$ cat src/rtl/tron_frame_sequencer.sv
// tron_frame_sequencer
//   Only block that drives the shared 160x120 1-bit board RAM and the
//   vga_adapter plot port. Between rounds it sweeps the board, writing the
//   border as occupied and everything else as empty. During a round, each
//   game tick reads both players' next cells, resolves collisions, and then
//   either commits both trail pixels or ends the round.
//
// Ports
//   clk, resetn            system clock, asynchronous active-low reset
//   tick, start            game-step pulse, round start / re-clear pulse
//   p1_x/p1_y, p2_x/p2_y   next cell of each player
//   ram_addr/we/wdata      board RAM port (address = y*H_RES+x)
//   ram_rdata              board RAM read data, one cycle after address
//   vga_x/y/colour/plot    vga_adapter plot port
//   step_ack               tick fully processed without a crash
//   round_over, winner     end-of-round status (01 p1, 10 p2, 11 draw)
//   busy                   low only while ARMED, WAIT_TICK or OVER
//
// Optional build macro TRON_SCORE_EN adds saturating (0..9) win counters
// p1_score/p2_score. These are cleared only by resetn.

module tron_frame_sequencer #(
   parameter int unsigned H_RES         = 160,
   parameter int unsigned V_RES         = 120,
   parameter logic [2:0]  P1_COLOUR     = 3'b101,
   parameter logic [2:0]  P2_COLOUR     = 3'b011,
   parameter logic [2:0]  BORDER_COLOUR = 3'b111,
   parameter logic [2:0]  BG_COLOUR     = 3'b000
) (
   input  logic        clk,
   input  logic        resetn,
   input  logic        tick,
   input  logic        start,
   input  logic [7:0]  p1_x,
   input  logic [7:0]  p1_y,
   input  logic [7:0]  p2_x,
   input  logic [7:0]  p2_y,
   output logic [14:0] ram_addr,
   output logic        ram_we,
   output logic        ram_wdata,
   input  logic        ram_rdata,
   output logic [7:0]  vga_x,
   output logic [6:0]  vga_y,
   output logic [2:0]  vga_colour,
   output logic        vga_plot,
   output logic        step_ack,
   output logic        round_over,
   output logic [1:0]  winner,
   output logic        busy
`ifdef TRON_SCORE_EN
   ,
   output logic [3:0]  p1_score,
   output logic [3:0]  p2_score
`endif
);

   typedef enum logic [3:0] {
      S_CLEAR, S_ARMED, S_WAIT, S_RD1, S_RD2, S_CHK, S_WR1, S_WR2, S_OVER
   } state_t;

   state_t     state;
   logic [7:0] cx;
   logic [6:0] cy;
   logic [7:0] p1x_q, p1y_q, p2x_q, p2y_q;
   logic       occ1;
   logic       border, last_x, last_y;
   logic       p1_oob, p2_oob, same_cell, c1, c2;

   function automatic logic [14:0] cell_addr(input logic [7:0] x, input logic [7:0] y);
      logic [16:0] a;
      a = 17'(y) * 17'(H_RES) + 17'(x);
      return a[14:0];
   endfunction

   assign last_x    = (cx == 8'(H_RES - 1));
   assign last_y    = (cy == 7'(V_RES - 1));
   assign border    = (cx == '0) || last_x || (cy == '0) || last_y;
   assign p1_oob    = (32'(p1x_q) >= H_RES) || (32'(p1y_q) >= V_RES);
   assign p2_oob    = (32'(p2x_q) >= H_RES) || (32'(p2y_q) >= V_RES);
   assign same_cell = (p1x_q == p2x_q) && (p1y_q == p2y_q);
   // The p2 read data arrives during CHK itself, so it is used directly.
   assign c1        = occ1 | p1_oob | same_cell;
   assign c2        = ram_rdata | p2_oob | same_cell;

   always_ff @(posedge clk or negedge resetn) begin
      if (!resetn) begin
         state      <= S_CLEAR;
         cx         <= '0;
         cy         <= '0;
         p1x_q      <= '0;
         p1y_q      <= '0;
         p2x_q      <= '0;
         p2y_q      <= '0;
         occ1       <= 1'b0;
         ram_addr   <= '0;
         ram_we     <= 1'b0;
         ram_wdata  <= 1'b0;
         vga_x      <= '0;
         vga_y      <= '0;
         vga_colour <= '0;
         vga_plot   <= 1'b0;
         step_ack   <= 1'b0;
         round_over <= 1'b0;
         winner     <= '0;
         busy       <= 1'b0;
`ifdef TRON_SCORE_EN
         p1_score   <= '0;
         p2_score   <= '0;
`endif
      end else begin
         vga_plot  <= 1'b0;
         ram_we    <= 1'b0;
         ram_wdata <= 1'b0;
         step_ack  <= 1'b0;
         case (state)
            S_CLEAR: begin
               busy       <= 1'b1;
               vga_plot   <= 1'b1;
               ram_we     <= 1'b1;
               vga_x      <= cx;
               vga_y      <= cy;
               ram_addr   <= cell_addr(cx, {1'b0, cy});
               ram_wdata  <= border;
               vga_colour <= border ? BORDER_COLOUR : BG_COLOUR;
               if (last_x) begin
                  cx <= '0;
                  if (last_y) begin
                     cy    <= '0;
                     state <= S_ARMED;
                     busy  <= 1'b0;
                  end else begin
                     cy <= cy + 7'd1;
                  end
               end else begin
                  cx <= cx + 8'd1;
               end
            end
            S_ARMED: begin
               if (start) state <= S_WAIT;
            end
            S_WAIT: begin
               if (tick) begin
                  p1x_q    <= p1_x;
                  p1y_q    <= p1_y;
                  p2x_q    <= p2_x;
                  p2y_q    <= p2_y;
                  // Address goes out straight from the inputs so RD1 presents it.
                  ram_addr <= cell_addr(p1_x, p1_y);
                  busy     <= 1'b1;
                  state    <= S_RD1;
               end
            end
            S_RD1: begin
               ram_addr <= cell_addr(p2x_q, p2y_q);
               state    <= S_RD2;
            end
            S_RD2: begin
               occ1  <= ram_rdata;
               state <= S_CHK;
            end
            S_CHK: begin
               if (!c1 && !c2) begin
                  ram_addr   <= cell_addr(p1x_q, p1y_q);
                  ram_we     <= 1'b1;
                  ram_wdata  <= 1'b1;
                  vga_plot   <= 1'b1;
                  vga_x      <= p1x_q;
                  vga_y      <= p1y_q[6:0];
                  vga_colour <= P1_COLOUR;
                  state      <= S_WR1;
               end else begin
                  winner     <= {c1, c2};
                  round_over <= 1'b1;
                  busy       <= 1'b0;
                  state      <= S_OVER;
`ifdef TRON_SCORE_EN
                  if (!c1 && p1_score != 4'd9) p1_score <= p1_score + 4'd1;
                  if (!c2 && p2_score != 4'd9) p2_score <= p2_score + 4'd1;
`endif
               end
            end
            S_WR1: begin
               ram_addr   <= cell_addr(p2x_q, p2y_q);
               ram_we     <= 1'b1;
               ram_wdata  <= 1'b1;
               vga_plot   <= 1'b1;
               vga_x      <= p2x_q;
               vga_y      <= p2y_q[6:0];
               vga_colour <= P2_COLOUR;
               step_ack   <= 1'b1;
               state      <= S_WR2;
            end
            S_WR2: begin
               busy  <= 1'b0;
               state <= S_WAIT;
            end
            S_OVER: begin
               if (start) begin
                  winner     <= '0;
                  round_over <= 1'b0;
                  busy       <= 1'b1;
                  state      <= S_CLEAR;
               end
            end
            default: state <= S_CLEAR;
         endcase
      end
   end

endmodule

$ cat config.mk
export PLATFORM = sky130hd
export DESIGN_NAME = tron_frame_sequencer
export DESIGN_NICKNAME = d
export VERILOG_FILES = /design/src/rtl/tron_frame_sequencer.sv
export SDC_FILE = /design/constraint.sdc
export NUM_CORES = 1
export LEC_CHECK = 0
export ABC_CLOCK_PERIOD_IN_PS = 2600
export CAP_MARGIN = 20
export CORE_MARGIN = 2
export CORE_UTILIZATION = 35
export CTS_CLUSTER_SIZE = 10
export DETAILED_ROUTE_END_ITERATION = 8
export GPL_TIMING_DRIVEN = 0
export SYNTH_ARGS = -nofsm -noshare
export SYNTH_HDL_FRONTEND = slang
export SYNTH_SLANG_ARGS = --single-unit
$ cat constraint.sdc
create_clock -name clk -period 2.6 [get_ports clk]
set_input_delay 0.78 -clock clk [delete_from_list [all_inputs] [get_ports clk]]
set_output_delay 0.78 -clock clk [all_outputs]
set_load 0.01 [all_outputs]
==> run_results.csv <==
group,metric,value,unit
run_status,status,"finished with violations",
run_status,failed_checks,"setup timing",
clocking,postCtsHoldBufs,0,
cells_and_area,stdcell_count,1100,
synthesis,synth_top_area_share,33.7,%
global_routing,grt_util_all_layers,20.1,%
critical_path,r2r_cells,8,
critical_path,slowest_delay,390,ps
clocking,htree_levels,3,
global_routing,grt_antenna_before_repair,0,
cells_and_area,syn_to_final_growth,31.5,%
synthesis,synthDistinctLibCells,75,
critical_path,crit_slowest_cell,"fa_2",
pwr,p_int,6.48,mW
clocking,cts_root_buf,"clkbuf_16",
sta,fin_skew,5.39,ps
global_routing,grt_pass1_wl,31.9,mm
global_routing,grt-ovfl-total,0,
synthesis,synthArstFlopShare,100,%
synthesis,syn_avg_cell_area,9.56,sq um
drt,drc_errors,0,
placement,placedInstanceArea,8020,sq um
sta,drv_slew,0,
floorplanning,io_pins,78,
sta,max_freq,371,MHz
floorplanning,floorplan.die.width,144,um
sta,fin_hold_ws,417,ps
floorplanning,coreArea,19300,sq um
pwr,leakagePower,3.65,nW
drt,antenna_left,0,
sta,rsz0062_at_grt,"yes",
clocking,tritoncts,"done",
placement,numPortBuffers,77,
critical_path,path_class,"in -> reg",
synthesis,synth-main-ff-cell,"dfrtp_1",
pwr,power_density,1320,nW/um^2
sta,relSlewSlack,53.1,%
run,drv_cap,0,
drt,drtPass1Iterations,7,
sta,tns,-210,ps
global_routing,grt_max_degree,51,
floorplanning,die_y,144,um
drt,drt_iter0_markers,455,
critical_path,endpoint_kind,"register",
pwr,switchingPower,5.40,mW
synthesis,syn_nets,822,
cells_and_area,fin_area,8980,sq um
pwr,power,11.9,mW
critical_path,critPathArrivalTime,2930,ps
critical_path,cp_max_fo,2,
hold_path,min_path_type,"in -> async",
cells_and_area,fin_util,46.5,%
cells_and_area,n_antenna_cell,0,
synthesis,synthTopCellsByArea,"dfrtp_1, ha_1, mux2_2, xnor2_1, nor2_1",
placement,dp_cells,1058,
synthesis,syn-cell-area,6830,sq um
clocking,insertion_delay,350,ps
critical_path,crit_path_cell_trace,"buf_8 > ha_4 > ha_4 > inv_2 > fa_2 > xnor2_2 > o211a_1 > nand3_2 > xnor2_2 > a21oi_1 > a22oi_1 > mux2_4",
placement,gp_congestion,0.920,
pwr,ir_drop,0.446,mV
pwr,clockPowerShare,10.7,%
floorplanning,start_util,35.3,%
global_routing,grt_pass1_vias,5892,
synthesis,synth_edf_count,0,
critical_path,startpoint_type,"primary input",
synthesis,yosys_warnings,0,
sta,timing.final.crit_share,104,%
drt,viasPerCell,5.50,
sta,worst_pin_slew,704,ps
floorplanning,dieArea,20700,sq um
cells_and_area,drive_gt1_share,24.4,%
synthesis,synth_largest_area_cell,"dfrtp_1",
drt,vias,6055,
pwr,power.share.sequential,24.0,%
synthesis,ys_seq_area_share,33.7,%
sta,final.setup.worst_slack,-93.2,ps
clocking,path_clk_slew,70,ps
sta,min_period,2690,ps
drt,wl_per_cell,18.5,um
drt,totalWireLength,20.4,mm
sta,setup_viol,3,
placement,dp_hpwl,15.4,mm
pwr,switching_share,45.5,%
placement,post-place-ws,-967,ps
floorplanning,num_rows,51,
critical_path,crit_required,2840,ps
clocking,cts_sinks,92,
cells_and_area,layout.nets,938,
sta,finalHoldViolCount,0,
clocking,clockBufferDepth,2,
clocking,cts_made_buffers,9,
synthesis,ys_seq_elements,92,
pwr,p_comb_share,65.3,%
synthesis,postSynthCellCount,715,
cells by family (layout without fill, tap and decap cells):
family	after synthesis	count (layout)	share of synthesized area [%]
simple gates	225	225	17.3
compound gates	174	174	18.1
flops	92	92	33.7
fa+ha+maj	70	70	13.7
buf+inv	62	182	3.94
xor+xnor	56	56	7.38
mux	36	36	5.95
cell usage after synthesis (all sizes together), types with 4 or more instances:
| library cell | number |
|---|---|
| dfrtp | 92 |
| nor2 | 69 |
| ha | 62 |
| nand2 | 54 |
| xnor2 | 42 |
| o21ai | 35 |
| mux2 | 34 |
| inv | 32 |
| a31oi | 31 |
| a22oi | 21 |
| nand3 | 19 |
| nand4 | 18 |
| a21oi | 17 |
| buf | 16 |
| clkbuf | 13 |
| xor2 | 13 |
| a211oi | 11 |
| nand2b | 10 |
| fa | 8 |
| nor4 | 8 |
| a21o | 7 |
| a222oi | 7 |
| nor2b | 7 |
| nor3 | 7 |
| o211ai | 7 |
| or4b | 6 |
| a221oi | 5 |
| and2 | 5 |
| o21bai | 5 |
| o2111ai | 4 |
| or3 | 4 |
placed cells by master, fill, tap and decap left out, types with 31 or more instances in the layout:
cell and count:
a31oi_1 31, nand2_1 51, nor2_1 67, xnor2_1 36, o21ai_0 31, clkdlybuf4s50_1 68, dfrtp_1 75, mux2_2 33
ha_1 39
metal layers:
layer	up-vias	routed length [um]	GRT usage (%)
met5	-	0	0
met4	0	797	9.08
met3	51	978	3.37
met2	182	9480	32.2
met1	2944	9110	26.8
li1	2878	-	-
state kept, by name (all words and copies together), names as in the netlist:
| name | cells |
|---|---|
| p1y_q | 8 |
| vga_x | 8 |
| step_ack | 1 |
| p2y_q | 8 |
| occ1 | 1 |
| cy | 7 |
| cx | 8 |
| ram_addr | 15 |
| p2x_q | 8 |
| vga_colour | 3 |
| vga_plot | 1 |
| busy | 1 |
| winner | 2 |
| round_over | 1 |
| ram_wdata | 1 |
| vga_y | 7 |
| state | 4 |
| p1x_q | 8 |
area by class of cell:
type                       count  area [sq um]
tap                          265           332
clock buffer                  10           239
clock inverter                 5          37.5
multi-input combinational    561          4790
fill                        1846         10400
timing repair buffer         105           995
sequential                    92          2320
buffer                        29           145
inverter                      33           124
critical path, delay by kind of cell:
family	cells	cell delay [ps]
AO/OA/AOI/OAI	3	470
adder cells (fa/ha/maj)	3	790
multiplexers	1	270
XOR/XNOR	2	370
AND/OR/NAND/NOR	1	100
buffers and inverters	2	140
path summary, 6_finish.rpt:
| path | start | to | slack [ps] |
|---|---|---|---|
| min | resetn | state[2] | 420 |
| max reg2reg | cy[5] | ram_addr[13] | -60 |
| max in group asynchronous | resetn | p1y_q[4] | 1500 |
| min in group clk | vga_colour[2] | vga_colour[2] | 490 |
| max | p1_y[1] | ram_addr[12] | -90 |
| min reg2reg | vga_colour[2] | vga_colour[2] | 490 |
what timing repair did:
action / in CTS / in global routing
setup buffers: 21 / 6
endpoints found under the hold margin: 0 / 0
resized for setup: 102 / 17
endpoints found under the setup margin: 6 / 7
pin swaps: 41 / 15
power by group through the flow:
stage	registers, mW	clock network [mW]	logic [mW]
2_1_floorplan	2.76	0	4.53
3_3_place_gp	2.95	0	6.40
3_5_place_dp	2.95	0	6.49
4_1_cts	2.83	1.30	7.59
5_1_grt	2.92	1.37	8.50
6_report	2.85	1.28	7.76
Note: power is estimated with default switching activity, not from simulation.
